### config.mk
export PLATFORM = sky130hd
export DESIGN_NAME = matrix_stream_loader
export DESIGN_NICKNAME = d
export VERILOG_FILES = /design/src/rtl/matrix_pkg.sv /design/src/rtl/matrix_index_counter.sv /design/src/rtl/matrix_stream_loader.sv
export SDC_FILE = /design/constraint.sdc
export NUM_CORES = 2
export LEC_CHECK = 0
export BUFFER_PORTS_ARGS = -buffer_cell sky130_fd_sc_hd__buf_2
export CAP_MARGIN = 0
export CORE_AREA = 5 5 636 638
export CTS_CLUSTER_DIAMETER = 60
export DETAILED_ROUTE_END_ITERATION = 16
export DIE_AREA = 0 0 641 643
export PLACE_DENSITY_LB_ADDON = 0.05
export SYNTH_ARGS = -nofsm -noshare
export SYNTH_HDL_FRONTEND = slang
export SYNTH_HIERARCHICAL = 1
export SYNTH_SLANG_ARGS = --single-unit
### constraint.sdc
create_clock -name clock -period 7.57 [get_ports clock]
set_clock_uncertainty 0.05 [all_clocks]
set_input_delay 1.514 -clock clock [delete_from_list [all_inputs] [get_ports clock]]
set_output_delay 1.514 -clock clock [all_outputs]
set_load 0.005 [all_outputs]
### src/rtl/matrix_pkg.sv
// Shared types and defaults for the matrix multiplier front end.
package matrix_pkg;

   localparam int DEFAULT_DATA_WIDTH      = 8;
   localparam int DEFAULT_MATRIX_SIZE_MIN = 3;
   localparam int DEFAULT_MATRIX_SIZE_MAX = 10;

   typedef enum logic [1:0] {
      ST_IDLE   = 2'd0,
      ST_LOAD_A = 2'd1,
      ST_LOAD_B = 2'd2,
      ST_DONE   = 2'd3
   } loader_state_t;

   typedef logic [DEFAULT_DATA_WIDTH-1:0] elem_t;

   // Row-major position inside the padded stride x stride array.
   function automatic int flat_index(input int row, input int col,
                                     input int stride = DEFAULT_MATRIX_SIZE_MAX);
      return row * stride + col;
   endfunction

endpackage

### src/rtl/matrix_index_counter.sv
// Row/col walker over an N x N matrix; advances one position per beat, wraps to (0,0) after (N-1,N-1).
// Single-cycle update; only moves when advance is high, so stalls hold the position.
module matrix_index_counter (
   input  logic       clock,
   input  logic       reset,
   input  logic       clear,
   input  logic       advance,
   input  logic [3:0] size,
   output logic [3:0] row,
   output logic [3:0] col,
   output logic       last
);

   logic col_end;
   logic row_end;

   assign col_end = (col == size - 4'd1);
   assign row_end = (row == size - 4'd1);
   assign last    = col_end && row_end;

   always_ff @(posedge clock or negedge reset) begin
      if (!reset) begin
         row <= '0;
         col <= '0;
      end else if (clear) begin
         row <= '0;
         col <= '0;
      end else if (advance) begin
         if (col_end) begin
            col <= '0;
            row <= row_end ? 4'd0 : row + 4'd1;
         end else begin
            col <= col + 4'd1;
         end
      end
   end

endmodule

### src/rtl/matrix_stream_loader.sv
// Loads N x N matrices A then B from a valid/ready stream into padded MAX x MAX arrays; mat_valid rises 2*N*N beats + 1 cycle after cfg.
// in_ready only in load states, cfg_ready only in IDLE; results held until mat_ack. MATRIX_LOADER_TIMEOUT_EN adds an idle-beat watchdog.
module matrix_stream_loader
   import matrix_pkg::*;
#(
   parameter int DATA_WIDTH      = DEFAULT_DATA_WIDTH,
   parameter int MATRIX_SIZE_MIN = DEFAULT_MATRIX_SIZE_MIN,
   parameter int MATRIX_SIZE_MAX = DEFAULT_MATRIX_SIZE_MAX,
   parameter int TIMEOUT_CYCLES  = 255
) (
   input  logic                                                  clock,
   input  logic                                                  reset,
   input  logic                                                  cfg_valid,
   input  logic [3:0]                                            cfg_size,
   output logic                                                  cfg_ready,
   input  logic                                                  in_valid,
   input  logic [DATA_WIDTH-1:0]                                 in_data,
   output logic                                                  in_ready,
   output logic [DATA_WIDTH*MATRIX_SIZE_MAX*MATRIX_SIZE_MAX-1:0] matrix_a,
   output logic [DATA_WIDTH*MATRIX_SIZE_MAX*MATRIX_SIZE_MAX-1:0] matrix_b,
   output logic [3:0]                                            matrix_size,
   output logic                                                  mat_valid,
   input  logic                                                  mat_ack,
   output logic                                                  size_error,
   output logic                                                  timeout
);

   localparam logic [3:0] SIZE_MIN = 4'(MATRIX_SIZE_MIN);
   localparam logic [3:0] SIZE_MAX = 4'(MATRIX_SIZE_MAX);

   loader_state_t state, state_nxt;
   logic       size_ok;
   logic       cfg_acc;
   logic       beat;
   logic       tmo_hit;
   logic [3:0] row;
   logic [3:0] col;
   logic       last;
   int         wr_idx;

   assign size_ok = (cfg_size >= SIZE_MIN) && (cfg_size <= SIZE_MAX);
   assign cfg_acc = (state == ST_IDLE) && cfg_valid && size_ok;
   assign beat    = in_valid && in_ready;
   assign wr_idx  = flat_index(int'(row), int'(col), MATRIX_SIZE_MAX);

   matrix_index_counter u_index (
      .clock   (clock),
      .reset   (reset),
      .clear   (cfg_acc || tmo_hit),
      .advance (beat),
      .size    (matrix_size),
      .row     (row),
      .col     (col),
      .last    (last)
   );

   always_ff @(posedge clock or negedge reset) begin
      if (!reset) state <= ST_IDLE;
      else        state <= state_nxt;
   end

   always_comb begin
      state_nxt = state;
      case (state)
         ST_IDLE:   if (cfg_acc) state_nxt = ST_LOAD_A;
         ST_LOAD_A: if (tmo_hit) state_nxt = ST_IDLE;
                    else if (beat && last) state_nxt = ST_LOAD_B;
         ST_LOAD_B: if (tmo_hit) state_nxt = ST_IDLE;
                    else if (beat && last) state_nxt = ST_DONE;
         ST_DONE:   if (mat_ack) state_nxt = ST_IDLE;
         default:   state_nxt = ST_IDLE;
      endcase
   end

   always_comb begin
      cfg_ready = (state == ST_IDLE);
      in_ready  = (state == ST_LOAD_A) || (state == ST_LOAD_B);
   end

   always_ff @(posedge clock or negedge reset) begin
      if (!reset) begin
         mat_valid  <= 1'b0;
         size_error <= 1'b0;
      end else begin
         mat_valid  <= (state_nxt == ST_DONE);
         size_error <= (state == ST_IDLE) && cfg_valid && !size_ok;
      end
   end

   // Arrays are wiped on accept so padding outside N x N reads as zero.
   always_ff @(posedge clock or negedge reset) begin
      if (!reset) begin
         matrix_a    <= '0;
         matrix_b    <= '0;
         matrix_size <= '0;
      end else if (cfg_acc || tmo_hit) begin
         matrix_a    <= '0;
         matrix_b    <= '0;
         matrix_size <= cfg_acc ? cfg_size : 4'd0;
      end else if (beat) begin
         if (state == ST_LOAD_A) matrix_a[wr_idx*DATA_WIDTH +: DATA_WIDTH] <= in_data;
         else                    matrix_b[wr_idx*DATA_WIDTH +: DATA_WIDTH] <= in_data;
      end
   end

`ifdef MATRIX_LOADER_TIMEOUT_EN
   localparam int TW = $clog2(TIMEOUT_CYCLES + 1);
   logic [TW-1:0] idle_cnt;

   assign tmo_hit = in_ready && !beat && (idle_cnt == TW'(TIMEOUT_CYCLES - 1));

   always_ff @(posedge clock or negedge reset) begin
      if (!reset) begin
         idle_cnt <= '0;
         timeout  <= 1'b0;
      end else begin
         timeout <= tmo_hit;
         if (!in_ready || beat || tmo_hit) idle_cnt <= '0;
         else                              idle_cnt <= idle_cnt + 1'b1;
      end
   end
`else
   logic unused_tmo_cfg;
   assign unused_tmo_cfg = (TIMEOUT_CYCLES != 0);
   assign tmo_hit        = 1'b0;
   assign timeout        = 1'b0;
`endif

endmodule

==> flow_metrics.tcl <==
set metrics [dict create \
    comb_power_share 0.311 \
    final_nets 7389 \
    die_y_um 643 \
    syn_to_final_growth_pct 37.1 \
    finalHoldViolations 0 \
    die_area_um2 412000 \
    grt_overflow 0 \
    seqPwrFrac 0.284 \
    critPathKind "flip-flop to flip-flop" \
    start_kind "flip-flop" \
    coreArea_um2 398000 \
    setup_ws_ns 0.697 \
    layout_commonest_cell "buf_2" \
    synth-main-ff-cell "dfrtp_1" \
    max_freq_mhz 145 \
    die_w_um 641 \
    synth_edf_count 0 \
    hold_class "flip-flop to flip-flop" \
    post-cts-setup-buffers 0 \
    ys_warn_count 6 \
    drt_iter0_drc 3502 \
    power_leakage_nw 42.8 \
    cts_num_sinks 1616 \
    powerDensity_nw_per_um2 353 \
    yosysUniqueCellTypes 84 \
    switchingPower_mw 13.4 \
    cts_root_buf "clkbuf_16" \
    grt_pass1_wl_um 585000 \
    ctsLongestPathBuffers 4 \
    async_reset_ff_frac 1.00 \
    clk-insertion-delay-late_ns 0.88 \
    yosysSeqAreaShare 0.617 \
    grt_pass1_vias 56600 \
    arrival_ns 7.61 \
    setup_viol 0 \
    slew_headroom 0.0657 \
    htree_levels 5 \
    ios 1626 \
    drt-pass1-iter-count 5 \
    switching_share 0.422 \
    status "complete, no violations" \
    hpwl_um 333000 \
    cp_max_fo 21 \
    p_int_mw 18.4 \
    fin_crit_sh 0.908 \
    routed_wl_um 445000 \
    cts_inserted_buffers 262 \
    max_cap_viol_count 0 \
    finalWorstPathRequiredPeriod_ns 6.87 \
    fillerInstances 43200 \
    syn_area_per_cell_um2 11.7 \
    finalMaxSlewViolations 0 \
    synth_top_area_cell "dfrtp_1" \
    antenna_found_initial 39 \
    synth_nets 5643 \
    ant_nets 0 \
    rows 232 \
    num_vias 54000 \
    hold_buffers 0 \
    grt_usage 0.208 \
    critPathCaptureType "flip-flop" \
    syn_area_um2 65600 \
    worst_pin_slew_ns 1.39 \
    crit_required_ns 8.31 \
    initial_core_util 0.165 \
    synth.area.top_cells "dfrtp_1 (62%), mux2i_1 (10%), nand2_1 (6.7%)" \
    postSynthCellCount 5608 \
    grt_max_degree 151 \
    place_ws_ns 0.636 \
    cts.clk_slew.worst_paths_ns 0.06 \
    cts_resized 0 \
    port_buffers 1624 \
    vias_per_cell 4.21 \
    synth_top_area_frac 0.617 \
    cts_tree "yes" \
    p_clk_frac 0.405 \
    synth_seq_cells 1616 \
    drcViolationCount 0 \
    ir_drop_uv 614 \
    wl_per_cell_um 34.7 \
    fin_setup_tns_ns 0 \
    gp_congestion 0.797 \
    drive_gt1_frac 0.322 \
    layout_common_cells "buf_2 (1623), dfrtp_1 (1616), nand2_1 (1156)" \
    grt_setup_unrepaired "no" \
]
==> registers in the layout (all words and copies together) (netlist names) <==
| signal | count |
|---|---|
| mat_valid | 1 |
| matrix_a | 800 |
| matrix_b | 800 |
| matrix_size | 4 |
| size_error | 1 |
| state | 2 |
| u_index/col | 4 |
| u_index/row | 4 |
==> worst max-delay path, cell delays in order, from the launching register on <==
cell and delay [ns]:
dfrtp_1 0.58, ha_1 0.32, ha_1 0.22, fa_1 0.83, nand2_1 0.25, a21o_1 0.24, mux2i_1 0.14, a21oi_1 0.19
buf_4 0.22, nand3_1 0.10, ha_1 0.43, nand2_1 0.21, nor2_4 0.43, buf_4 0.44, nand2_1 0.48, nor2_1 0.96
nand2_1 0.41, mux2i_1 0.26
==> cells by family after synthesis <==
| group | share of synthesized area |
|---|---|
| other cells | 0.0000572 |
| buf+inv | 0.0222 |
| mux | 0.105 |
| compound gates | 0.113 |
| xor+xnor | 0.00498 |
| fa+ha+maj | 0.00366 |
| simple gates | 0.135 |
| flops | 0.617 |
==> layout make-up <==
| cell class | instances | area (um^2) | area share |
|---|---|---|---|
| flip-flops and latches | 1616 | 40400 | 0.450 |
| multi-input cells | 3640 | 23900 | 0.266 |
| repair buffers | 1817 | 9750 | 0.108 |
| clock buffers | 353 | 7390 | 0.0821 |
| well taps | 5265 | 6590 | 0.0733 |
| clock inverters | 115 | 1730 | 0.0192 |
| inverters | 17 | 68.8 | 0.000765 |
| diodes | 11 | 27.5 | 0.000306 |
==> Yosys cell counts, types with 18 or more instances <==
library cell and n:
nand3_1 301, nor3_1 39, o2bb2ai_1 215, o21ai_1 61, a21oi_2 18, mux2i_1 687
nor2_1 111, a22o_1 193, nand2_1 1163, buf_1 30, dfrtp_1 1616, and2_1 20
buf_2 29, clkbuf_1 255, o21ai_0 433, nand4_1 21, a31oi_1 35, a21oi_1 23
nor3_4 75
==> metrics by stage <==
stage | std cells | utilization | hold WS (ns) | area, um^2 | total power, mW
after CTS | 12800 | 0.226 | 0.428 | 89900 | 32.7
after global placement | 12400 | 0.203 | 0.407 | 80800 | 19.6
final | 12800 | 0.226 | 0.418 | 89900 | 31.8
after global routing | 12800 | 0.226 | 0.442 | 89900 | 33.2
after floorplan | 5608 | - | 0.423 | 65600 | 13.5
after detailed placement | 12400 | 0.203 | 0.416 | 80800 | 19.6
==> power by group through the flow <==
stage | clock [mW] | combinational, mW | sequential, mW
2_1_floorplan | 0 | 4.38 | 9.13
3_3_place_gp | 0 | 10.4 | 9.17
3_5_place_dp | 0 | 10.4 | 9.17
4_1_cts | 13.3 | 10.4 | 9.02
5_1_grt | 13.6 | 10.5 | 9.04
6_report | 12.9 | 9.88 | 9.02
==> final timing paths <==
path | startpoint | endpoint | slack [ns] | cells after the start
max in group asynchronous | reset | matrix_a[415] | 4.84 | 3
worst max register to register | u_index/row[3] | matrix_b[342] | 0.70 | 17
worst min register to register | matrix_a[208] | matrix_a[208] | 0.42 | 2
worst min-delay path | matrix_a[208] | matrix_a[208] | 0.42 | 2
worst max-delay path | u_index/row[3] | matrix_b[342] | 0.70 | 17
min in group asynchronous | reset | matrix_a[742] | 0.63 | 1
==> metal layers <==
layer	track usage	share of wire
met1	0.239	0.38
met2	0.374	0.51
met3	0.0597	0.072
met4	0.0608	0.033
met5	0	0.000061
Note: power is estimated with default switching activity, not from simulation.
